File: config.mk
export PLATFORM = sky130hd
export DESIGN_NAME = edge_detector_multi
export DESIGN_NICKNAME = d
export VERILOG_FILES = /design/src/rtl/edge_pkg.sv /design/src/rtl/edge_chan.sv /design/src/rtl/edge_detector_multi.sv
export SDC_FILE = /design/constraint.sdc
export NUM_CORES = 1
export LEC_CHECK = 0
export ABC_AREA = 0
export BUFFER_PORTS_ARGS = -buffer_cell sky130_fd_sc_hd__buf_2
export CORE_ASPECT_RATIO = 0.5
export CORE_UTILIZATION = 49
export DETAILED_ROUTE_END_ITERATION = 10
export HOLD_SLACK_MARGIN = 0.02
export PLACE_DENSITY = 0.76
export REMOVE_ABC_BUFFERS = 1
export SLEW_MARGIN = 20
export SYNTH_ARGS = -nofsm -noshare
export SYNTH_HDL_FRONTEND = slang
export SYNTH_HIERARCHICAL = 1
export SYNTH_SLANG_ARGS = --single-unit
File: constraint.sdc
create_clock -name clk -period 1.1 [get_ports clk]
set_input_delay 0.165 -clock clk [delete_from_list [all_inputs] [get_ports clk]]
set_output_delay 0.165 -clock clk [all_outputs]
set_load 0.01 [all_outputs]
File: src/rtl/edge_pkg.sv
// Shared definitions for the multi-channel edge detector.
// Holds the edge_mode encodings, parameter limits and small helper functions.
package edge_pkg;

   typedef enum logic [1:0] {
      EDGE_NONE = 2'b00,
      EDGE_RISE = 2'b01,
      EDGE_FALL = 2'b10,
      EDGE_BOTH = 2'b11
   } edge_mode_e;

   localparam int unsigned WIDTH_MIN         = 1;
   localparam int unsigned WIDTH_MAX         = 32;
   localparam int unsigned SYNC_STAGES_MIN   = 0;
   localparam int unsigned SYNC_STAGES_MAX   = 4;
   localparam int unsigned FILTER_CYCLES_MIN = 1;
   localparam int unsigned FILTER_CYCLES_MAX = 65535;

   // The counter only has to reach FILTER_CYCLES-1, but a zero-width vector is illegal.
   function automatic int unsigned cnt_width(input int unsigned cycles);
      return (cycles <= 1) ? 1 : $clog2(cycles);
   endfunction

   function automatic logic edge_qualifies(input edge_mode_e mode,
                                           input logic       rise,
                                           input logic       fall);
      return (rise && (mode == EDGE_RISE || mode == EDGE_BOTH)) ||
             (fall && (mode == EDGE_FALL || mode == EDGE_BOTH));
   endfunction

endpackage

File: src/rtl/edge_chan.sv
// One channel of the edge detector: synchroniser, glitch filter,
// edge pulses and the sticky event/overflow flags.
module edge_chan
   import edge_pkg::*;
#(
   parameter int unsigned SYNC_STAGES   = 2,
   parameter int unsigned FILTER_CYCLES = 1
) (
   input  logic       clk,
   input  logic       reset_n,
   input  logic       sig_i,
   input  logic [1:0] mode_i,
   input  logic       clr_i,
   output logic       level_o,
   output logic       rising_o,
   output logic       falling_o,
   output logic       event_o,
   output logic       overflow_o
);

   localparam int unsigned          CNT_W   = cnt_width(FILTER_CYCLES);
   localparam logic [CNT_W-1:0]     CNT_MAX = CNT_W'(FILTER_CYCLES - 1);

   logic             s;
   logic             level_q, level_d;
   logic             prev_level_q;
   logic [CNT_W-1:0] cnt_q, cnt_d;
   logic             event_q, event_d;
   logic             overflow_q, overflow_d;
   logic             rising, falling, qual;

   generate
      if (SYNC_STAGES == 0) begin : g_nosync
         assign s = sig_i;
      end else begin : g_sync
         logic [SYNC_STAGES-1:0] sync_q, sync_d;

         always_comb begin
            sync_d    = sync_q;
            sync_d[0] = sig_i;
            for (int k = 1; k < int'(SYNC_STAGES); k++) begin
               sync_d[k] = sync_q[k-1];
            end
         end

         // Reset preloads the chain with the live input so a static level never looks like an edge.
         always_ff @(posedge clk) begin
            if (!reset_n) begin
               sync_q <= {SYNC_STAGES{sig_i}};
            end else begin
               sync_q <= sync_d;
            end
         end

         assign s = sync_q[SYNC_STAGES-1];
      end
   endgenerate

   always_comb begin
      level_d = level_q;
      cnt_d   = cnt_q;
      if (s == level_q) begin
         cnt_d = '0;
      end else if (cnt_q == CNT_MAX) begin
         level_d = s;
         cnt_d   = '0;
      end else begin
         cnt_d = cnt_q + 1'b1;
      end
   end

   assign rising  = level_q & ~prev_level_q;
   assign falling = ~level_q & prev_level_q;
   assign qual    = edge_qualifies(edge_mode_e'(mode_i), rising, falling);

   // A new qualifying edge beats a simultaneous clear, and then counts as fresh rather than lost.
   always_comb begin
      event_d    = (event_q & ~clr_i) | qual;
      overflow_d = overflow_q;
      if (qual && event_q && !clr_i) begin
         overflow_d = 1'b1;
      end else if (clr_i) begin
         overflow_d = 1'b0;
      end
   end

   always_ff @(posedge clk) begin
      if (!reset_n) begin
         level_q      <= sig_i;
         prev_level_q <= sig_i;
         cnt_q        <= '0;
         event_q      <= 1'b0;
         overflow_q   <= 1'b0;
      end else begin
         level_q      <= level_d;
         prev_level_q <= level_q;
         cnt_q        <= cnt_d;
         event_q      <= event_d;
         overflow_q   <= overflow_d;
      end
   end

   assign level_o    = level_q;
   assign rising_o   = rising;
   assign falling_o  = falling;
   assign event_o    = event_q;
   assign overflow_o = overflow_q;

endmodule

File: src/rtl/edge_detector_multi.sv
// Multi-channel edge detector: WIDTH independent edge_chan instances
// plus the shared interrupt OR.
module edge_detector_multi
   import edge_pkg::*;
#(
   parameter int unsigned WIDTH         = 8,
   parameter int unsigned SYNC_STAGES   = 2,
   parameter int unsigned FILTER_CYCLES = 1
) (
   input  logic                 clk,
   input  logic                 reset_n,
   input  logic [WIDTH-1:0]     sig_in,
   input  logic [2*WIDTH-1:0]   edge_mode,
   input  logic [WIDTH-1:0]     evt_clr,
   input  logic [WIDTH-1:0]     irq_en,
   output logic [WIDTH-1:0]     level,
   output logic [WIDTH-1:0]     rising,
   output logic [WIDTH-1:0]     falling,
   output logic [WIDTH-1:0]     event_o,
   output logic [WIDTH-1:0]     overflow,
   output logic                 irq
);

   generate
      if (WIDTH < WIDTH_MIN || WIDTH > WIDTH_MAX) begin : g_bad_width
         $error("edge_detector_multi: WIDTH out of range");
      end
      if (SYNC_STAGES > SYNC_STAGES_MAX) begin : g_bad_sync
         $error("edge_detector_multi: SYNC_STAGES out of range");
      end
      if (FILTER_CYCLES < FILTER_CYCLES_MIN || FILTER_CYCLES > FILTER_CYCLES_MAX) begin : g_bad_filter
         $error("edge_detector_multi: FILTER_CYCLES out of range");
      end
   endgenerate

   generate
      for (genvar i = 0; i < int'(WIDTH); i++) begin : g_chan
         edge_chan #(
            .SYNC_STAGES   (SYNC_STAGES),
            .FILTER_CYCLES (FILTER_CYCLES)
         ) u_chan (
            .clk        (clk),
            .reset_n    (reset_n),
            .sig_i      (sig_in[i]),
            .mode_i     (edge_mode[2*i +: 2]),
            .clr_i      (evt_clr[i]),
            .level_o    (level[i]),
            .rising_o   (rising[i]),
            .falling_o  (falling[i]),
            .event_o    (event_o[i]),
            .overflow_o (overflow[i])
         );
      end
   endgenerate

   assign irq = |(event_o & irq_en);

endmodule

==> results of run 1 <==
## power groups by stage
stage | clock network [uW] | registers, uW | logic, uW
5_1_grt | 1240 | 2370 | 1230
6_report | 1120 | 2350 | 1150
2_1_floorplan | 0 | 2420 | 462
3_3_place_gp | 0 | 2400 | 763
3_5_place_dp | 0 | 2410 | 783
4_1_cts | 1160 | 2350 | 1080
## layout make-up
| cell class | instances | area (um2) |
|---|---|---|
| flip-flops and latches | 56 | 1209 |
| clock buffers | 5 | 68.82 |
| fillers | 313 | 1065 |
| well taps | 57 | 71.32 |
| repair buffers | 117 | 912.1 |
| clock inverters | 3 | 22.52 |
| multi-input cells | 157 | 1097 |
## flip-flops by register name, summed over array words and instances (netlist names)
name                         flops
g_chan.u_chan/cnt_q              8
g_chan.u_chan/event_o            8
g_chan.u_chan/g_sync.sync_q     16
g_chan.u_chan/level_o            8
g_chan.u_chan/overflow_o         8
g_chan.u_chan/prev_level_q       8
## per-stage QoR
step / hold WS [ns] / cell area [um2]
global placement: 0.2826 / 2790
global route: 0.1279 / 3381
CTS: 0.1240 / 3307
finish: 0.1228 / 3381
floorplan: 0.1927 / 2288
detailed placement: 0.2844 / 2790
## worst paths after layout
| kind | to | startpoint |
|---|---|---|
| min | g_chan[6].u_chan/event_o$_SDFF_PN0_ | evt_clr[6] |
| min reg2reg | g_chan[1].u_chan/g_sync.sync_q[1]$_DFF_P_ | g_chan[1].u_chan/g_sync.sync_q[0]$_DFF_P_ |
| max reg2reg | g_chan[6].u_chan/event_o$_SDFF_PN0_ | g_chan[6].u_chan/level_o$_DFFE_PP_ |
| max | falling[6] | g_chan[6].u_chan/level_o$_DFFE_PP_ |
## cell usage in the layout, fill, tap and decap left out, drive strengths merged
cell	synthesis	layout
edfxtp	8	8
buf	0	109
inv	0	1
nand4	1	1
clkbuf	0	5
conb	8	8
and2b	8	8
clkinv	0	2
nand2	64	64
a21boi	8	8
dfxtp	48	48
nand2b	16	16
xnor2	8	8
a22oi	12	12
o21ai	16	16
nor2b	16	16
dlygate4sd3	0	8
## tightest hold or removal path, stage by stage
cell,delay [ns]
buf_2,0.08
nand2b_1,0.10
a21boi_2,0.05
## kinds of logic after synthesis
logic type	after synthesis	synth area share, %
other	8	1.312
flip-flops	56	52.49
AO/OA/AOI/OAI	36	17.50
XOR/XNOR	8	3.062
AND/OR/NAND/NOR	105	25.64
## what timing repair did
action                                  in CTS  in global routing
endpoints found under the hold margin        8                  0
hold buffers                                 8                  0
resized for setup                           33                 14
pin swaps                                    9                 15
endpoints found under the setup margin      25                 51
setup buffers                               24                  2
gates cloned                                 0                  0
## routing by layer
layer	routed length (um)	up-vias	global-route usage, %
met3	144	7	5.153
li1	-	935	-
met2	2505	32	38.26
met5	0	-	0
met4	65	0	7.711
met1	1933	857	19.74
## cell usage after synthesis
cell and n:
a22oi_4 8, xnor2_1 8, nand2b_1 16, nor2b_1 8, nand4_1 1, nand2_1 64
o21ai_2 8, dfxtp_1 48, conb_1 8, a21boi_2 8, and2b_4 8, nor2b_4 8
edfxtp_1 8, o21ai_1 8, a22oi_1 4
==> metrics.cfg, run 1 <==
[logic_synthesis]
synth_area_leaders=dfxtp_1, edfxtp_1, nand2_1, a22oi_4, nor2b_4
ys_ff_latch=56
synth_seq_area_share_pct=52.49
synth_area_leader_cell=dfxtp_1
synth_cell_types=15
syn-cell-area_um2=2288
syn-instance-count=213
synth_top_cell_area_share_pct=41.99
syn_avg_cell_area_um2=10.74
yosys_warnings=6

[worst_hold_path]
min_path_type=input port to flop
whs_path_depth=3

[timing]
maxSlewViolCount=0
fmax_mhz=748.7
setup_viol=33
period_needed_ns=1.336
fin_ws_ns=-0.2356
rsz0062_at_grt=true
fin_crit_sh_pct=121.4
fin_worst_skew_ns=0.007143
hold_viol_final=0
fin_setup_tns_ns=-3.127

[critical_path]
worstPathMaxFanout=5
cp_slowest_cell=edfxtp_1
r2r_slack_ns=-0.13
cp_data_required_time_ns=0.94
worst-path-stages=2
crit_family=flip-flops
critical_path_class=flop to output pin
crit_buf_inv=1
startpoint_type=flop
timing.critical_path.slowest_cell_delay_ns=0.47
rr_worst_depth=5
worstPathArrival_ns=1.17
path_cells=and2b_4 -> buf_6
end_kind=output pin

[placed_design]
place.port_buffers=82
post-place-ws_ns=0.02819
place.gp.congestion=0.7058
placed_cells_incl_taps=353
hpwl_mm=3.066

[global_route]
grt_pass1_vias=1829
grt_use_total_pct=19.33
grt_pass1_wl_mm=7.486
grt_overflow=0
antenna_found_initial=0
grt_max_degree=57

[clocking]
cts_buffers=5
max-clock-path-buffers=2
cts_tree=yes
cts.clk_slew.worst_paths_ns=0.10
clk_latency_ns=0.31
cts_sinks=56
h-tree-depth=2
clockRootBuffer=clkbuf_8

[floorplan]
start_util_pct=51.48
die_h_um=50.33
num_rows=17
fp.dieW_um=98.65
coreArea_um2=4446
design.die.area_um2=4964
ios=83

[run_status]
failed_checks=negative setup slack
outcome=complete, but fails checks

[drt]
drt-vias-per-instance=4.635
drt_pass1_iterations=4
routedWlPerCell_um=11.77
drt-initial-drc-count=35
drc=0
wirelength_mm=4.648
postRouteAntennaNets=0
via_count=1831

[pwr]
p_int_uw=3378
pwr-share-comb_pct=24.8
seq_power_share_pct=51.0
power_uw=4616
switchingPower_uw=1238
pwr-share-clk_pct=24.2
p_per_area_nw_per_um2=1365
p_sw_share_pct=26.81
leakage_uw=0.001675
peakVddDrop_v=0.0007131

[cells_and_area]
drive_gt1_share_pct=48.82
antenna_cells=0
nets=379
syn_to_final_growth_pct=47.73
fin_util_pct=76.05
final_cells=395

[job]
max_cap_viol_count=0

No activity file was read; power rests on OpenSTA's default activity.
==> inputs of run 2 (changes only) <==
Settings changed: SKIP_LAST_GASP from default to 1.
==> run 2 against run 1 <==
  * Final area is the same
  * Core utilization is the same
  * Worst setup slack gained 0.0066 ns
  * Clock skew grew 0.0015 ns
  * The flow still finishes with violations (negative setup slack)
  * Register-to-register slack lost 0.02 ns
  * Sequential power is essentially flat
  * Critical path depth is the same
  * Global-route usage is essentially flat
  * Total power is essentially flat
  * Routed wire length grew 0.93%
==> metrics.cfg, run 2 (synthesis gave the netlist of run 1 again) <==
[global_route]
grt_pass1_wl_mm=7.514
grt_overflow=0
antenna_found_initial=0
grt_max_degree=57
grt_pass1_vias=1836
grt_use_total_pct=19.36

[floorplan]
coreArea_um2=4446
start_util_pct=51.48
fp.dieW_um=98.65
die_h_um=50.33
num_rows=17
design.die.area_um2=4964
ios=83

[cells_and_area]
nets=379
final_common_cell=nand2_1
antenna_cells=0
drive_gt1_share_pct=48.82
final_cell_mix=nand2_1, buf_2, dfxtp_1
syn_to_final_growth_pct=47.73
largest_reg_flops=16
regMostFlops=g_chan.u_chan/g_sync.sync_q
fin_util_pct=76.05
final_area_um2=3381

[clocking]
clk_latency_ns=0.31
cts_buffers=5
h-tree-depth=2
cts_tree=yes
clockRootBuffer=clkbuf_8
max-clock-path-buffers=2
cts.clk_slew.worst_paths_ns=0.10
cts_sinks=56

[placed_design]
place.gp.congestion=0.7058
place_area_um2=2790
place.port_buffers=82
hpwl_mm=3.066

[drt]
drt-vias-per-instance=4.661
via_count=1841
drc=0
drt-initial-drc-count=36
wirelength_mm=4.691
routedWlPerCell_um=11.88
drt_pass1_iterations=4
postRouteAntennaNets=0

[timing]
rsz0062_at_grt=true
fin_worst_skew_ns=0.008683
setup_viol=32
fin_ws_ns=-0.2290
hold_viol_final=0
fin_crit_sh_pct=120.8
period_needed_ns=1.329
fin_setup_tns_ns=-3.053
fmax_mhz=752.4
maxSlewViolCount=0

[pwr]
leakage_uw=0.001668
p_per_area_nw_per_um2=1366
peakVddDrop_v=0.0007158

[job]
max_cap_viol_count=0

[critical_path]
end_kind=output pin
critical_path_class=flop to output pin
startpoint_type=flop
cp_data_required_time_ns=0.94
worstPathArrival_ns=1.16
worstPathMaxFanout=5
r2r_slack_ns=-0.15

[run_status]
failed_checks=negative setup slack
outcome=complete, but fails checks

[worst_hold_path]
min_path_type=input port to flop

## run 2: cell counts in the layout (fill, tap and decap cells not counted)
No cell type changed its count.
## run 2: final cells by class
cell class	count	area, um2
clock buffers	5	68.82
clock inverters	3	22.52
fillers	313	1065
multi-input cells	157	1097
flip-flops and latches	56	1209
well taps	57	71.32
repair buffers	117	912.1
## run 2: worst paths after layout
path                                                                 from                                         to  cells after the start
worst max-delay path                   g_chan[6].u_chan/level_o$_DFFE_PP_                                 falling[6]                      2
worst min-delay path                                           evt_clr[6]        g_chan[6].u_chan/event_o$_SDFF_PN0_                      3
worst max register to register         g_chan[0].u_chan/level_o$_DFFE_PP_         g_chan[0].u_chan/level_o$_DFFE_PP_                      4
worst min register to register  g_chan[1].u_chan/g_sync.sync_q[0]$_DFF_P_  g_chan[1].u_chan/g_sync.sync_q[1]$_DFF_P_                      2
## run 2: through the flow
stage          instances  hold slack [ns]  worst slack [ns]  total power [uW]
3_3_place_gp         353           0.2826           0.06880              3162
6_report             395           0.1316           -0.2290              4619
3_5_place_dp         353           0.2844           0.02819              3193
2_1_floorplan        213           0.1927           0.06049              2878
4_1_cts              393           0.1240           -0.2306              4584
5_1_grt              395           0.1363           -0.2886              4840
## run 2: per-layer routing
layer	global-route usage, %	vias to the layer above	share of wire [%]
li1	-	936	-
met1	20.00	862	42
met2	38.03	36	53
met3	5.153	7	3.2
met4	7.711	0	1.4
met5	0	-	0
## run 2: power breakdown
group	switching (uW)	internal [uW]
sequential	114	2240
combinational	466	683
clock	662	457
## run 2: critical path, stage by stage (launching register included)
cell and delay, ns:
edfxtp_1 0.47, and2b_4 0.29, buf_6 0.09
## run 2: what timing repair did
| item | CTS | global route |
|---|---|---|
| pin swaps | 2 | 17 |
| endpoints found under the hold margin | 8 | 0 |
| setup endpoints to repair | 25 | 51 |
| setup buffers | 24 | 2 |
| hold buffers | 8 | 0 |
| resized for setup | 31 | 16 |
